==> src/rtl/ps2_kbd_ctrl.sv <==
// PS/2 keyboard controller: decodes scan-code set 2 bytes into key events with
// a one-deep valid/ready holding register, and runs the ED/mask LED command
// with ACK checking, FE resend and per-state timeout.
module ps2_kbd_ctrl #(
    parameter int unsigned ACK_TIMEOUT = 2000000,
    parameter int unsigned MAX_RETRY   = 2
) (
    input  logic       clk,
    input  logic       reset,
    input  logic       rx_done_tick,
    input  logic [7:0] rx_data,
    input  logic       tx_done_tick,
    output logic       tx_write,
    output logic [7:0] tx_data,
    input  logic       led_req,
    input  logic [2:0] led_mask,
    output logic       led_busy,
    output logic       led_err,
    output logic       key_valid,
    input  logic       key_ready,
    output logic [7:0] key_code,
    output logic       key_ext,
    output logic       key_break,
    output logic       key_ovf
);

    localparam int unsigned TmoW = $clog2(ACK_TIMEOUT + 1);
    localparam int unsigned RtyW = (MAX_RETRY > 0) ? $clog2(MAX_RETRY + 1) : 1;
    localparam logic [TmoW-1:0] TmoLast = TmoW'(ACK_TIMEOUT - 1);
    localparam logic [RtyW-1:0] RtyMax  = RtyW'(MAX_RETRY);

    typedef enum logic {DIdle, DPause} dec_state_e;
    typedef enum logic [2:0] {CIdle, CWaitTx1, CWaitAck1, CWaitTx2, CWaitAck2} cmd_state_e;

    dec_state_e dec_q, dec_d;
    cmd_state_e cmd_q, cmd_d;

    logic [2:0]      skip_q, skip_d;
    logic            ext_q, ext_d, brk_q, brk_d, emit;
    logic            key_valid_q, key_valid_d, key_ext_q, key_ext_d;
    logic            key_break_q, key_break_d, key_ovf_q, key_ovf_d;
    logic [7:0]      key_code_q, key_code_d;
    logic            tx_write_q, tx_write_d, led_err_q, led_err_d;
    logic [7:0]      tx_data_q, tx_data_d;
    logic [2:0]      mask_q, mask_d;
    logic [RtyW-1:0] retry_q, retry_d;
    logic [TmoW-1:0] tmo_q, tmo_d;

    logic rx_fa, rx_fe, dec_byte, tmo_hit, retry_ok;

    // FA/FE only matter to the command FSM; outside an ACK wait they are dropped.
    assign rx_fa    = rx_done_tick && (rx_data == 8'hFA);
    assign rx_fe    = rx_done_tick && (rx_data == 8'hFE);
    assign dec_byte = rx_done_tick && (rx_data != 8'hFA) && (rx_data != 8'hFE);
    assign tmo_hit  = (tmo_q == TmoLast);
    assign retry_ok = (retry_q < RtyMax);

    // Scan-code decoder: prefix flags and pause-sequence skipping.
    always_comb begin
        dec_d  = dec_q;
        skip_d = skip_q;
        ext_d  = ext_q;
        brk_d  = brk_q;
        emit   = 1'b0;
        if (dec_byte) begin
            if (dec_q == DPause) begin
                skip_d = skip_q + 3'd1;
                if (skip_q == 3'd6) begin
                    dec_d  = DIdle;
                    skip_d = 3'd0;
                end
            end else begin
                unique case (rx_data)
                    8'hE0: ext_d = 1'b1;
                    8'hF0: brk_d = 1'b1;
                    8'hE1: begin
                        dec_d  = DPause;
                        skip_d = 3'd0;
                        ext_d  = 1'b0;
                        brk_d  = 1'b0;
                    end
                    8'hAA, 8'hEE, 8'h00, 8'hFF: begin
                        ext_d = 1'b0;
                        brk_d = 1'b0;
                    end
                    default: begin
                        emit  = 1'b1;
                        ext_d = 1'b0;
                        brk_d = 1'b0;
                    end
                endcase
            end
        end
    end

    // One-deep event holding register with overflow drop.
    always_comb begin
        key_valid_d = key_valid_q;
        key_code_d  = key_code_q;
        key_ext_d   = key_ext_q;
        key_break_d = key_break_q;
        key_ovf_d   = 1'b0;
        if (emit) begin
            if (!key_valid_q || key_ready) begin
                key_valid_d = 1'b1;
                key_code_d  = rx_data;
                key_ext_d   = ext_q;
                key_break_d = brk_q;
            end else begin
                key_ovf_d = 1'b1;
            end
        end else if (key_valid_q && key_ready) begin
            key_valid_d = 1'b0;
        end
    end

    // Decoder and event register state.
    always_ff @(posedge clk or negedge reset) begin
        if (!reset) begin
            dec_q       <= DIdle;
            skip_q      <= 3'd0;
            ext_q       <= 1'b0;
            brk_q       <= 1'b0;
            key_valid_q <= 1'b0;
            key_code_q  <= 8'h00;
            key_ext_q   <= 1'b0;
            key_break_q <= 1'b0;
            key_ovf_q   <= 1'b0;
        end else begin
            dec_q       <= dec_d;
            skip_q      <= skip_d;
            ext_q       <= ext_d;
            brk_q       <= brk_d;
            key_valid_q <= key_valid_d;
            key_code_q  <= key_code_d;
            key_ext_q   <= key_ext_d;
            key_break_q <= key_break_d;
            key_ovf_q   <= key_ovf_d;
        end
    end

    // Command FSM state register.
    always_ff @(posedge clk or negedge reset) begin
        if (!reset) cmd_q <= CIdle;
        else        cmd_q <= cmd_d;
    end

    // Command FSM next state; a qualifying strobe takes priority over timeout.
    always_comb begin
        cmd_d = cmd_q;
        unique case (cmd_q)
            CIdle:     if (led_req) cmd_d = CWaitTx1;
            CWaitTx1:  if (tx_done_tick) cmd_d = CWaitAck1;
                       else if (tmo_hit) cmd_d = CIdle;
            CWaitAck1: if (rx_fa) cmd_d = CWaitTx2;
                       else if (rx_fe) cmd_d = retry_ok ? CWaitTx1 : CIdle;
                       else if (tmo_hit) cmd_d = CIdle;
            CWaitTx2:  if (tx_done_tick) cmd_d = CWaitAck2;
                       else if (tmo_hit) cmd_d = CIdle;
            CWaitAck2: if (rx_fa) cmd_d = CIdle;
                       else if (rx_fe) cmd_d = retry_ok ? CWaitTx2 : CIdle;
                       else if (tmo_hit) cmd_d = CIdle;
            default:   cmd_d = CIdle;
        endcase
    end

    // Command FSM outputs: write strobe, byte to send, retry and timeout counters.
    always_comb begin
        tx_write_d = 1'b0;
        tx_data_d  = tx_data_q;
        mask_d     = mask_q;
        retry_d    = retry_q;
        tmo_d      = '0;
        if (cmd_q != CIdle && cmd_d == cmd_q) tmo_d = tmo_q + 1'b1;
        unique case (cmd_q)
            CIdle: if (led_req) begin
                mask_d     = led_mask;
                retry_d    = '0;
                tx_write_d = 1'b1;
                tx_data_d  = 8'hED;
            end
            CWaitAck1: if (rx_fa) begin
                retry_d    = '0;
                tx_write_d = 1'b1;
                tx_data_d  = {5'b0, mask_q};
            end else if (rx_fe && retry_ok) begin
                retry_d    = retry_q + 1'b1;
                tx_write_d = 1'b1;
                tx_data_d  = 8'hED;
            end
            CWaitAck2: if (rx_fa) begin
                retry_d = '0;
            end else if (rx_fe && retry_ok) begin
                retry_d    = retry_q + 1'b1;
                tx_write_d = 1'b1;
                tx_data_d  = {5'b0, mask_q};
            end
            default: ;
        endcase
        // Any return to idle other than the final FA is an abort.
        led_err_d = (cmd_q != CIdle) && (cmd_d == CIdle) && !(cmd_q == CWaitAck2 && rx_fa);
    end

    // Command datapath registers.
    always_ff @(posedge clk or negedge reset) begin
        if (!reset) begin
            tx_write_q <= 1'b0;
            tx_data_q  <= 8'h00;
            led_err_q  <= 1'b0;
            mask_q     <= 3'd0;
            retry_q    <= '0;
            tmo_q      <= '0;
        end else begin
            tx_write_q <= tx_write_d;
            tx_data_q  <= tx_data_d;
            led_err_q  <= led_err_d;
            mask_q     <= mask_d;
            retry_q    <= retry_d;
            tmo_q      <= tmo_d;
        end
    end

    assign tx_write  = tx_write_q;
    assign tx_data   = tx_data_q;
    assign led_busy  = (cmd_q != CIdle);
    assign led_err   = led_err_q;
    assign key_valid = key_valid_q;
    assign key_code  = key_code_q;
    assign key_ext   = key_ext_q;
    assign key_break = key_break_q;
    assign key_ovf   = key_ovf_q;

endmodule

==> config.mk <==
export PLATFORM = sky130hd
export DESIGN_NAME = ps2_kbd_ctrl
export DESIGN_NICKNAME = d
export VERILOG_FILES = /design/src/rtl/ps2_kbd_ctrl.sv
export SDC_FILE = /design/constraint.sdc
export NUM_CORES = 1
export LEC_CHECK = 0
export CAP_MARGIN = 10
export CORE_UTILIZATION = 30
export CTS_CLUSTER_DIAMETER = 200
export DETAILED_ROUTE_END_ITERATION = 7
export GPL_TIMING_DRIVEN = 0
export SYNTH_ARGS = -nofsm -noshare
export SYNTH_HDL_FRONTEND = slang
export SYNTH_SLANG_ARGS = --single-unit
==> constraint.sdc <==
create_clock -name clk -period 5.3 [get_ports clk]
set_clock_uncertainty 0.2 [all_clocks]
set_input_delay 1.06 -clock clk [delete_from_list [all_inputs] [get_ports clk]]
set_output_delay 1.06 -clock clk [all_outputs]
set_load 0.01 [all_outputs]
==> results by group <==
Power and ir drop
  • Leakage: 1.386 nW
  • Pwr Density: between 300 and 400 nW/µm²
  • Worst vdd rail ir drop: 160.4 µV
  • Total power: 1.255 mW

Layout
  • Filler instances: approximately 900
  • Commonest non-fill, non-tap cell in the layout: dfrtp_1
  • Share of cells above drive strength 1: 15.38%
  • Layout Nets: ~330
  • Multi-input logic area: 1303 µm²
  • Register Area: approximately 1300 µm²
  • ANT cells: 0
  • Final Cell Area: 3398 µm²
  • Syn-to-layout area delta: 22.56%
  • Most frequent cells in the layout: dfrtp_1 (53), clkdlybuf4s50_1 (36), nor2_1 (20)

Clock tree
  • Worst-skew pair later-pin latency: 0.31 ns
  • Setup Fix Bufs, Post-CTS: 0
  • Maximum buffer depth of the clock tree: 2
  • CTS sink count: 53
  • CTS Buf Count: 5
  • CTS Root Cell: clkbuf_8
  • CTS clock-pin slew for the worst setup and hold paths: 0.10 ns
  • TritonCTS clock tree: yes
  • Cts hold-fix bufs: 0
  • Post-cts sizing count: 0
  • H-tree levels: 2

Global routing
  • Vias in the first global route: around 2000
  • Grt ovf: 0
  • Antenna violations before repair: 0
  • First-pass GRT wire length: 9.487 mm
  • Largest net degree at the start of global routing: 29
  • Global-route usage over all layers: between 10% and 20%

Logic synthesis
  • Ys Warns: 0
  • Post-Synthesis Net Count: ~280
  • Synth Cell Area: 2773 µm²
  • Post-synth EDFFs: 0
  • Async SR Flop Fraction: 100.0%
  • Synth Instances: 266
  • Synthesized flop and latch total: 53
  • Avg Synthesized Cell Area: 10.42 µm²
  • Distinct cells, synth: 54
  • Synth Flop Type: dfrtp_1
  • Sequential fraction of the synthesis area: 47.83%

Hold path
  • Worst min path class: reg -> reg

Setup path
  • WP data required: 5.31 ns
  • CP cell instances: clkdlybuf4s50_1 > buf_2 > nor4bb_1 > a31oi_1 > o31ai_4 > nand2_1 > o22a_1
  • Setup CP Type: in -> reg
  • Worst Path Arrival: about 3.1 ns
  • Slowest-stage cell, CP: clkdlybuf4s50_1
  • Critical Path End Type: flop
  • Worst Setup Start Kind: input pin
  • Worst path max stage delay: 0.51 ns
  • Critical path fanouts, max: 10

Timing
  • Final hold vios: 0
  • Setup ws final: 2.232 ns
  • F_max: 325.9 MHz
  • Final setup violation count: 0
  • RSZ-0062 raised after global routing: false
  • Count of pins over their slew limit: 0
  • Final period util: 57.90%
  • Rel. slew slack: 55.32%
  • Setup_tns: 0 ns
  • Worst Max-Slew Pin Slew: 0.6702 ns
  • Crit path time final: 3.068 ns

Floorplan
  • Die ar.: between 9000 and 10000 µm²
  • Io pins: 40
  • Die extent in x: about 100 µm
  • Die Ht: 98.14 µm
  • Core area: 8848 µm²
  • Initial core utilization: approximately a third
  • Row cnt: 34

Detailed routing
  • Routed len/inst: roughly 13 µm
  • DRC errors left: 1
  • Routed WL: approximately 5.6 mm
  • Drt pass-1 iters: 8
  • Iteration-0 DRC Markers: 69
  • Via count: 2122
  • Final ANT Viol Nets: 0
  • Routed vias/inst: slightly above 5

Placed design
  • DP Worst Slack: approximately 1.9 ns
  • Placed cell area: around 3300 µm²
  • HPWL Detailed: roughly 4.0 mm
  • Buffers on Ports: 37
  • GP Congestion: about 0.73

Job
  • Max Cap Viol: 0

Run status
  • Status: complete, but fails checks
  • Failing checks: DRC
-- worst max-delay path, delay by kind of cell --
family | cells | cell delay [ns]
AOI/OAI and AO/OA | 3 | 0.70
buffers and inverters | 2 | 0.76
and+or+nand+nor | 2 | 0.55
-- metrics by stage --
stage	utilization, %	std cells	hold slack (ns)
after floorplan	-	266	0.2544
after global placement	37.05	411	0.2635
after detailed placement	37.22	412	0.2819
after CTS	38.41	420	0.3055
after global routing	38.41	420	0.3194
final	38.41	420	0.2999
-- path summary, 6_finish.rpt --
kind	start	end	slack (ns)	cells past startpoint
worst max register to register	cmd_q[2]$_DFF_PN0_	tx_data[2]$_DFFE_PN0P_	3.18	6
min in group asynchronous	reset	ext_q$_DFFE_PN0P_	0.58	1
max in group asynchronous	reset	tmo_q[17]$_DFF_PN0_	3.73	2
worst min-delay path	brk_q$_DFFE_PN0P_	brk_q$_DFFE_PN0P_	0.30	1
worst max-delay path	rx_data[2]	tx_data[2]$_DFFE_PN0P_	2.23	7
worst min register to register	brk_q$_DFFE_PN0P_	brk_q$_DFFE_PN0P_	0.30	1
-- synthesized netlist by cell type, types with 2 or more instances --
library cell / count / area share (%)
o22a_1: 2 / 0.63
buf_6: 3 / 1.2
a21oi_1: 13 / 2.3
nor2_1: 20 / 2.7
o22ai_1: 3 / 0.68
inv_1: 8 / 1.1
nor4b_1: 2 / 0.63
nand3_1: 17 / 3.1
a31oi_1: 3 / 0.68
and4_1: 3 / 0.95
o41ai_1: 2 / 0.63
and3b_1: 2 / 0.63
buf_2: 6 / 1.1
mux2_4: 6 / 3.2
and2_1: 2 / 0.45
and3_1: 6 / 1.4
dfrtp_1: 53 / 48
a22o_1: 2 / 0.63
o31ai_1: 2 / 0.54
nand4_1: 5 / 1.1
xor2_1: 9 / 2.8
xnor2_1: 10 / 3.2
nor3_1: 6 / 1.1
o21a_1: 4 / 1.1
mux2_2: 8 / 3.2
o2111ai_1: 2 / 0.63
nor4_1: 3 / 0.68
nand2_1: 19 / 2.6
nand2b_1: 5 / 1.1
buf_4: 6 / 1.6
o21ai_0: 10 / 1.8
nor3b_1: 2 / 0.54
-- cell type report --
cell class	count	area share, %
flip-flops and latches	53	39.03
multi-input cells	189	38.33
repair buffers	38	11.34
well taps	108	3.976
plain buffers	16	3.351
clock buffers	7	2.835
inverters	8	0.8837
clock inverters	1	0.2577
-- power by group --
part	total [mW]	leakage (nW)	internal (mW)	switching [mW]
sequential	0.520	0.685	0.473	0.0470
combinational	0.481	0.647	0.228	0.253
clock	0.255	0.0549	0.121	0.134
total	1.25	1.39	0.822	0.433
-- flip-flops by register name, indices dropped and copies added (netlist names) --
name,count
brk_q,1
key_code,8
cmd_q,3
skip_q,3
ext_q,1
tmo_q,21
key_ext,1
led_err,1
tx_write,1
key_ovf,1
dec_q,1
retry_q,2
key_valid,1
tx_data,4
key_break,1
mask_q,3
-- kinds of logic after synthesis --
| kind of cell | share of synthesized area, % |
|---|---|
| XOR/XNOR | 6.002 |
| other | 0.1352 |
| AND/OR/NAND/NOR | 20.58 |
| AO/OA/AOI/OAI | 13.31 |
| adder cells (fa/ha/maj) | 0.4512 |
| multiplexers | 6.498 |
| buffers and inverters | 5.189 |
| flip-flops | 47.83 |
-- layer usage --
metal	wire, µm	up-vias	track usage [%]
li1	-	1048	-
met1	2771	1018	16.35
met2	2586	48	19.99
met3	195	8	2.219
met4	85	0	4.133
met5	0	-	0
No activity file was read; power rests on OpenSTA's default activity.
